`config.mk`:
```
export PLATFORM = sky130hd
export DESIGN_NAME = md_sequencer
export DESIGN_NICKNAME = d
export VERILOG_FILES = /design/src/rtl/md_pkg.sv /design/src/rtl/md_addsub.sv /design/src/rtl/md_sequencer.sv
export SDC_FILE = /design/constraint.sdc
export NUM_CORES = 1
export LEC_CHECK = 0
export CORE_MARGIN = 1
export CORE_UTILIZATION = 35
export DETAILED_ROUTE_END_ITERATION = 8
export PLACE_DENSITY = 0.56
export SKIP_CTS_REPAIR_TIMING = 1
export SYNTH_ARGS = -nofsm -noshare
export SYNTH_HDL_FRONTEND = slang
export SYNTH_SLANG_ARGS = --single-unit
```
`constraint.sdc`:
```
create_clock -name clk -period 13.4 [get_ports clk]
set_clock_uncertainty 0.1 [all_clocks]
set_input_delay 2.68 -clock clk [delete_from_list [all_inputs] [get_ports clk]]
set_output_delay 2.68 -clock clk [all_outputs]
set_load 0.1 [all_outputs]
```
`src/rtl/md_pkg.sv`:
```
// Shared encodings and constants for the multiply/divide sequencer.
package md_pkg;

    localparam logic [1:0] MD_MULT  = 2'd0;
    localparam logic [1:0] MD_MULTU = 2'd1;
    localparam logic [1:0] MD_DIV   = 2'd2;
    localparam logic [1:0] MD_DIVU  = 2'd3;

    typedef logic [1:0] md_state_t;
    localparam md_state_t ST_IDLE = 2'd0;
    localparam md_state_t ST_PREP = 2'd1;
    localparam md_state_t ST_ITER = 2'd2;
    localparam md_state_t ST_FIX  = 2'd3;

    localparam int ITER_COUNT = 32;

endpackage

```
`src/rtl/md_addsub.sv`:
```
// Shared adder/subtractor used by both the multiply add and the divide trial-subtract.
module md_addsub #(
    parameter int W = 33
) (
    input  logic         sub,
    input  logic [W-1:0] a,
    input  logic [W-1:0] b,
    output logic [W-1:0] result
);

    logic [W-1:0] b_eff;

    assign b_eff  = sub ? ~b : b;
    assign result = a + b_eff + {{(W-1){1'b0}}, sub};

endmodule

```
`src/rtl/md_sequencer.sv`:
```
// Iterative MULT/MULTU/DIV/DIVU unit owning HI/LO; one add/subtract per cycle,
// with operand magnitudes formed on accept and sign correction in a final FIX cycle.
module md_sequencer
    import md_pkg::*;
#(
    parameter int WIDTH = ITER_COUNT
) (
    input  logic             clk,
    input  logic             reset_n,
    input  logic             start,
    input  logic [1:0]       md_op,
    input  logic [WIDTH-1:0] a,
    input  logic [WIDTH-1:0] b,
    input  logic             mt_we,
    input  logic             mt_sel,
    input  logic [WIDTH-1:0] mt_data,
    output logic             busy,
    output logic [WIDTH-1:0] hi,
    output logic [WIDTH-1:0] lo
);

    localparam int              CNT_W    = $clog2(WIDTH);
    localparam logic [CNT_W-1:0] CNT_LAST = CNT_W'(WIDTH - 1);

    md_state_t        state_q, state_d;
    logic [1:0]       op_q, op_d;
    logic [WIDTH-1:0] opa_q, opa_d;
    logic [WIDTH-1:0] opb_q, opb_d;
    logic [WIDTH-1:0] a_orig_q, a_orig_d;
    logic             neg_q_q, neg_q_d;
    logic             neg_r_q, neg_r_d;
    logic [WIDTH-1:0] hi_q, hi_d;
    logic [WIDTH-1:0] lo_q, lo_d;
    logic [CNT_W-1:0] cnt_q, cnt_d;

    logic [WIDTH:0]   as_a, as_b, as_sum;
    logic             as_sub;
    logic             sign_a, sign_b;
    logic             is_div;

    assign is_div = op_q[1];
    assign busy   = (state_q != ST_IDLE);
    assign hi     = hi_q;
    assign lo     = lo_q;

    // Multiply: opa is the multiplicand. Divide: opb is the divisor, trial-subtracted from {hi, lo msb}.
    always_comb begin
        if (is_div) begin
            as_a   = {hi_q, lo_q[WIDTH-1]};
            as_b   = {1'b0, opb_q};
            as_sub = 1'b1;
        end else begin
            as_a   = {1'b0, hi_q};
            as_b   = lo_q[0] ? {1'b0, opa_q} : '0;
            as_sub = 1'b0;
        end
    end

    md_addsub #(.W(WIDTH + 1)) u_addsub (
        .sub    (as_sub),
        .a      (as_a),
        .b      (as_b),
        .result (as_sum)
    );

    assign sign_a = ~md_op[0] & a[WIDTH-1];
    assign sign_b = ~md_op[0] & b[WIDTH-1];

    always_comb begin
        state_d  = state_q;
        op_d     = op_q;
        opa_d    = opa_q;
        opb_d    = opb_q;
        a_orig_d = a_orig_q;
        neg_q_d  = neg_q_q;
        neg_r_d  = neg_r_q;
        hi_d     = hi_q;
        lo_d     = lo_q;
        cnt_d    = cnt_q;

        case (state_q)
            ST_IDLE: begin
                if (start) begin
                    op_d     = md_op;
                    opa_d    = sign_a ? -a : a;
                    opb_d    = sign_b ? -b : b;
                    a_orig_d = a;
                    neg_q_d  = sign_a ^ sign_b;
                    neg_r_d  = sign_a;
                    state_d  = ST_PREP;
                end else if (mt_we) begin
                    if (mt_sel) begin
                        hi_d = mt_data;
                    end else begin
                        lo_d = mt_data;
                    end
                end
            end
            ST_PREP: begin
                hi_d    = '0;
                lo_d    = is_div ? opa_q : opb_q;
                cnt_d   = '0;
                state_d = ST_ITER;
            end
            ST_ITER: begin
                if (is_div) begin
                    hi_d = as_sum[WIDTH] ? as_a[WIDTH-1:0] : as_sum[WIDTH-1:0];
                    lo_d = {lo_q[WIDTH-2:0], ~as_sum[WIDTH]};
                end else begin
                    hi_d = as_sum[WIDTH:1];
                    lo_d = {as_sum[0], lo_q[WIDTH-1:1]};
                end
                cnt_d = cnt_q + CNT_W'(1);
                if (cnt_q == CNT_LAST) begin
                    state_d = ST_FIX;
                end
            end
            ST_FIX: begin
                // Unsigned ops never set the negate flags, so no op check is needed here.
                if (is_div) begin
                    if (opb_q == '0) begin
                        hi_d = a_orig_q;
                        lo_d = '1;
                    end else begin
                        if (neg_q_q) lo_d = -lo_q;
                        if (neg_r_q) hi_d = -hi_q;
                    end
                end else if (neg_q_q) begin
                    {hi_d, lo_d} = -{hi_q, lo_q};
                end
                state_d = ST_IDLE;
            end
            default: state_d = ST_IDLE;
        endcase
    end

    always_ff @(posedge clk or negedge reset_n) begin
        if (!reset_n) begin
            state_q  <= ST_IDLE;
            op_q     <= '0;
            opa_q    <= '0;
            opb_q    <= '0;
            a_orig_q <= '0;
            neg_q_q  <= 1'b0;
            neg_r_q  <= 1'b0;
            hi_q     <= '0;
            lo_q     <= '0;
            cnt_q    <= '0;
        end else begin
            state_q  <= state_d;
            op_q     <= op_d;
            opa_q    <= opa_d;
            opb_q    <= opb_d;
            a_orig_q <= a_orig_d;
            neg_q_q  <= neg_q_d;
            neg_r_q  <= neg_r_d;
            hi_q     <= hi_d;
            lo_q     <= lo_d;
            cnt_q    <= cnt_d;
        end
    end

endmodule
```
==> metrics.cfg, run 1 <==
[detailed_routing]
via_per_inst=6.042
drt_iter0_drc=1627
antenna_left=0
wl_per_cell_um=23.79
routed_wl_um=60710
drt_pass1_iterations=6
vias=15420
drc=0

[finish]
multiInputGateArea_um2=10150
n_fill_cell=4288
layout-drive-gt1-share=0.08843
register_area_um2=4233
num_antenna_cells=0
final_nets=2147
syn2layout_area_growth_pct=17.17

[critical_path]
crit_end=opa_q[29]$_DFFE_PN0P_
cp.arrival_ps=5910
cp-startpoint=a[2]
reg2reg_from=op_q[1]$_DFFE_PN0P_
crit_required_ps=13600
crit_fanout=6
cp_slowest_stage_delay_ps=750
reg2reg_to=hi[4]$_DFFE_PN0P_
r2r_slack_ps=7700
cp_slowest_cell=nor4_1
start_kind=input port
path_common_cell=nor4_1
crit_type=input port to register
reg2reg_depth=13
crit_path_cell_trace=clkdlybuf4s50_1 -> nor3_1 -> nand2b_1 -> nor4_1 -> nand2_1 -> or4_1 -> nor4_1 -> a21oi_1 -> xnor2_1 -> o21ai_0
endpoint_kind=register

[job]
maxCapViolCount=0

[placed_design]
port_buffers=167
globalplace.congestion=0.9777
dp_hpwl_um=46030

[global_routing]
antenna_found_initial=0
grt_max_degree=96
grt_pass1_vias=14280
track_usage=0.2749
grt_pass1_wl_um=91850
overflow=0

[synthesis]
yosysUniqueCellTypes=78
synth_top_family_by_area=compound AO/OA/AOI/OAI gates
syn_area_um2=15080
synthMostInstantiatedCell=o21ai_0
ys_seq_area_frac=0.2805
syn_inst=1946
synth_common_cells=o21ai_0, nand2_1, nor2_1
synth_edf_count=0
yosys-top-cells-area=dfrtp_1, o21ai_0, mux2_2, nand2_1, xnor2_1
synthArstFlopShare=1.000
avgSynthCellArea_um2=7.748
ys_ff_latch=169
synth-simple-area-share=0.1984
yosys.area_share.xor_xnor=0.07378
synth_flop_cell=dfrtp_1
yosysWarnings=0
synth.net_count=2092
yosys.area.top_type=dfrtp_1
synth_fa_ha_area_frac=0.03618
synth_compound_gate_area_share=0.2586
synth_top_area_share=0.2805
synthMuxAreaShare=0.1022

[floorplanning]
core_um2=42230
initial_core_util=0.3570
die_y_um=209.6
dieArea_um2=43910
ios=168
die_w_um=209.6
rows=75

[timing]
hold_viol=0
tightest_slew_ps=1119
slew_violations=0
slew_headroom=0.2476
max_freq_mhz=175.2
period_share=0.4261
setup-violations-final=0
grt_setup_unrepaired=false
setup_tns_ps=0
layout_min_cycle_time_ps=5709

[cts]
cts_buffers=17
cts.clk_slew.worst_paths_ps=60
cts_tree=built
root_buffer=clkbuf_16
clock_latency_ps=450
cts_buffer_depth=2
cts.sink_count=169
cts_max_level=4

[status]
run_status=complete, no violations

[hold_path]
worstHoldPathType=register to register

## worst min path at each step
stage,startpoint,endpoint,slack (ps),depth (start not counted)
final,opa_q[24]$_DFFE_PN0P_,opa_q[24]$_DFFE_PN0P_,410,2
after global routing,opa_q[3]$_DFFE_PN0P_,opa_q[3]$_DFFE_PN0P_,440,2
after CTS,opa_q[22]$_DFFE_PN0P_,opa_q[22]$_DFFE_PN0P_,410,2
after detailed placement,opa_q[20]$_DFFE_PN0P_,opa_q[20]$_DFFE_PN0P_,390,2
after global placement,opa_q[22]$_DFFE_PN0P_,opa_q[22]$_DFFE_PN0P_,380,2
after floorplan,a_orig_q[1]$_DFFE_PN0P_,a_orig_q[1]$_DFFE_PN0P_,350,2
## cells by family after synthesis
kind of cell             count (synthesis)
buffers and inverters                  194
multiplexers                           142
XOR/XNOR                               127
adder cells (fa/ha/maj)                 43
AND/OR/NAND/NOR                        642
flip-flops                             169
AO/OA/AOI/OAI                          629
## cell type report
| class | instances | share of cell area |
|---|---|---|
| Multi-Input combinational cell | 1583 | 0.5746 |
| Timing Repair Buffer | 192 | 0.1053 |
| Inverter | 38 | 0.008074 |
| Clock buffer | 18 | 0.02486 |
| Tap cell | 539 | 0.03818 |
| Clock inverter | 13 | 0.009349 |
| Sequential cell | 169 | 0.2396 |
## state kept, by name (all words and copies together), names as in the netlist
signal	cells
lo	32
cnt_q	5
opa_q	32
state_q	2
op_q	1
a_orig_q	31
opb_q	32
hi	32
neg_r_q	1
neg_q_q	1
## per-stage QoR
| stage | utilization | cell area, µm² | setup slack (ps) | hold slack, ps | std cells |
|---|---|---|---|---|---|
| after detailed placement | 0.4040 | 17060 | 7175 | 387.9 | 2521 |
| after global routing | 0.4183 | 17670 | 7224 | 437.0 | 2552 |
| after floorplan | - | 15080 | 8237 | 349.7 | 1946 |
| after global placement | 0.4040 | 17060 | 7174 | 378.8 | 2521 |
| after CTS | 0.4183 | 17670 | 7647 | 409.7 | 2552 |
| final | 0.4183 | 17670 | 7691 | 410.6 | 2552 |
## critical path, delay by kind of cell
kind	cells	cell delay, ps
AO/OA/AOI/OAI	2	230
XOR/XNOR	1	160
buffers and inverters	1	490
AND/OR/NAND/NOR	6	2340
## metal layers
| layer | vias up | wire [µm] | part of all wire | global-route usage |
|---|---|---|---|---|
| li1 | 7209 | - | - | - |
| met2 | 705 | 25650 | 0.42 | 0.3970 |
| met3 | 80 | 4901 | 0.081 | 0.04639 |
| met4 | 0 | 1501 | 0.025 | 0.08533 |
| met1 | 7426 | 28660 | 0.47 | 0.4128 |
| met5 | - | 0 | 0 | 0 |
## layout by cell type (no fill, tap or decap), drive strengths merged, types with 6 or more instances in the layout
cell type	netlist	routed
clkbuf	126	18
ha	42	42
a21o	33	33
mux2i	46	46
nor2b	11	11
nor3	44	44
xnor2	76	76
a221oi	17	17
buf	30	26
inv	36	42
o221ai	6	6
and3	8	8
o211ai	14	14
nand2	246	246
or4	20	20
xor2	51	51
o41ai	10	10
clkinv	2	6
mux2	96	96
a2111oi	6	6
or3	10	10
o2111ai	8	8
nand4	16	16
dfrtp	169	169
nor2	171	171
clkdlybuf4s50	0	166
nand3b	9	9
nand2b	20	20
nand3	27	27
nor4	40	40
a21oi	132	132
a211oi	32	32
o21ai	257	257
o31ai	25	25
o21a	11	11
a31oi	13	13
Power of run 1 is left out: the tool's default activity adds up to more than one toggle a clock period on the data nets, which glitch-free logic cannot reach.
==> run 2: changes to the inputs <==
- clock period: 13.4 -> 5.64 ns (I/O delays scaled with it)
==> run 2 against run 1 <==
Net effect: cell count rose by 0.55%; first-iteration DRC count fell by 9.0%; routed wire length rose by 2.6%; non-clock buffer count rose by 15; cell area rose by 0.48%.
==> metrics.cfg, run 2 (synthesized netlist as in run 1, its figures left out) <==
[floorplanning]
die_y_um=209.6
initial_core_util=0.3570
die_w_um=209.6
core_um2=42230
dieArea_um2=43910
ios=168
rows=75

[placed_design]
globalplace.congestion=0.9872
port_buffers=167
place_area_um2=17190
dpl_worst_slack_ps=785.0
dp_hpwl_um=47330

[finish]
layout-drive-gt1-share=0.09324
syn2layout_area_growth_pct=17.73
final_common_cell=o21ai_0
layout_common_cells=o21ai_0, nand2_1, nor2_1
final_nets=2162
num_antenna_cells=0
n_fill_cell=4304
fin_area_um2=17750

[timing]
tightest_slew_ps=1170
slew_headroom=0.2168
layout_min_cycle_time_ps=4935
period_share=0.8750
setup-violations-final=0
max_freq_mhz=202.6
setup_ws_ps=705.2
hold_viol=0
grt_setup_unrepaired=false
slew_violations=0
setup_tns_ps=0

[cts]
cts_tree=built
cts_buffers=17
cts_max_level=4
cts.clk_slew.worst_paths_ps=70
clock_latency_ps=470
cts.sink_count=169
cts_buffer_depth=2
root_buffer=clkbuf_16

[job]
maxCapViolCount=0

[critical_path]
endpoint_kind=register
crit_type=register to register
start_kind=register
crit_fanout=31
crit_required_ps=5850
cp.arrival_ps=5150

[detailed_routing]
routed_wl_um=62300
vias=15650
drt_iter0_drc=1480
via_per_inst=6.097
drc=0
wl_per_cell_um=24.28
drt_pass1_iterations=6
antenna_left=0

[status]
run_status=complete, no violations

[hold_path]
worstHoldPathType=register to register

[global_routing]
overflow=0
grt_max_degree=118
track_usage=0.2823
grt_pass1_wl_um=93340
grt_pass1_vias=14490
antenna_found_initial=1

## run 2: routing by layer
| metal | part of all wire | GRT usage | wire length [µm] | vias up |
|---|---|---|---|---|
| met3 | 0.081 | 0.04309 | 5066 | 96 |
| met5 | 0 | 0 | 0 | - |
| met1 | 0.47 | 0.4141 | 28990 | 7582 |
| met4 | 0.030 | 0.1032 | 1889 | 0 |
| li1 | - | - | - | 7222 |
| met2 | 0.42 | 0.4160 | 26360 | 745 |
## run 2: through the flow
step | hold slack [ps] | util | instances
after floorplan | 349.7 | - | 1946
after global placement | 389.3 | 0.4072 | 2536
after detailed placement | 396.2 | 0.4072 | 2536
after CTS | 412.0 | 0.4204 | 2566
after global routing | 424.6 | 0.4204 | 2566
final | 412.0 | 0.4204 | 2566
## run 2: final cells by class
cell class / count / area (µm²) / share of cell area
Multi-Input combinational cell: 1583 / 10150 / 0.5716
Sequential cell: 169 / 4233 / 0.2385
Clock inverter: 10 / 120.1 / 0.006767
Inverter: 38 / 142.6 / 0.008036
Tap cell: 539 / 674.4 / 0.03799
Timing Repair Buffer: 207 / 1998 / 0.1126
Clock buffer: 20 / 436.7 / 0.02460
## run 2: worst max-delay path, cell delays in order (launching register included)
cell       delay [ps]
dfrtp_4           440
buf_4             350
nor2_2             50
buf_4             240
nand2_1           100
o21ai_0           150
fa_1              490
a211oi_1          260
o21ai_0           360
o211ai_1          440
nand2_1           230
a221oi_4          320
buf_4             460
mux2i_1           240
nor2_1             50
a2111oi_0         390
a211oi_1           90
## run 2: path summary, 6_finish.rpt
path	from	end	slack [ps]	depth (start not counted)
worst max register to register	op_q[1]$_DFFE_PN0P_	hi[4]$_DFFE_PN0P_	710	16
worst min register to register	a_orig_q[8]$_DFFE_PN0P_	a_orig_q[8]$_DFFE_PN0P_	410	1
worst min-delay path	a_orig_q[8]$_DFFE_PN0P_	a_orig_q[8]$_DFFE_PN0P_	410	1
min in group asynchronous	reset_n	opb_q[29]$_DFFE_PN0P_	650	1
worst max-delay path	op_q[1]$_DFFE_PN0P_	hi[4]$_DFFE_PN0P_	710	16
max in group asynchronous	reset_n	hi[17]$_DFFE_PN0P_	3610	2
Power of run 2 is left out for the same reason.
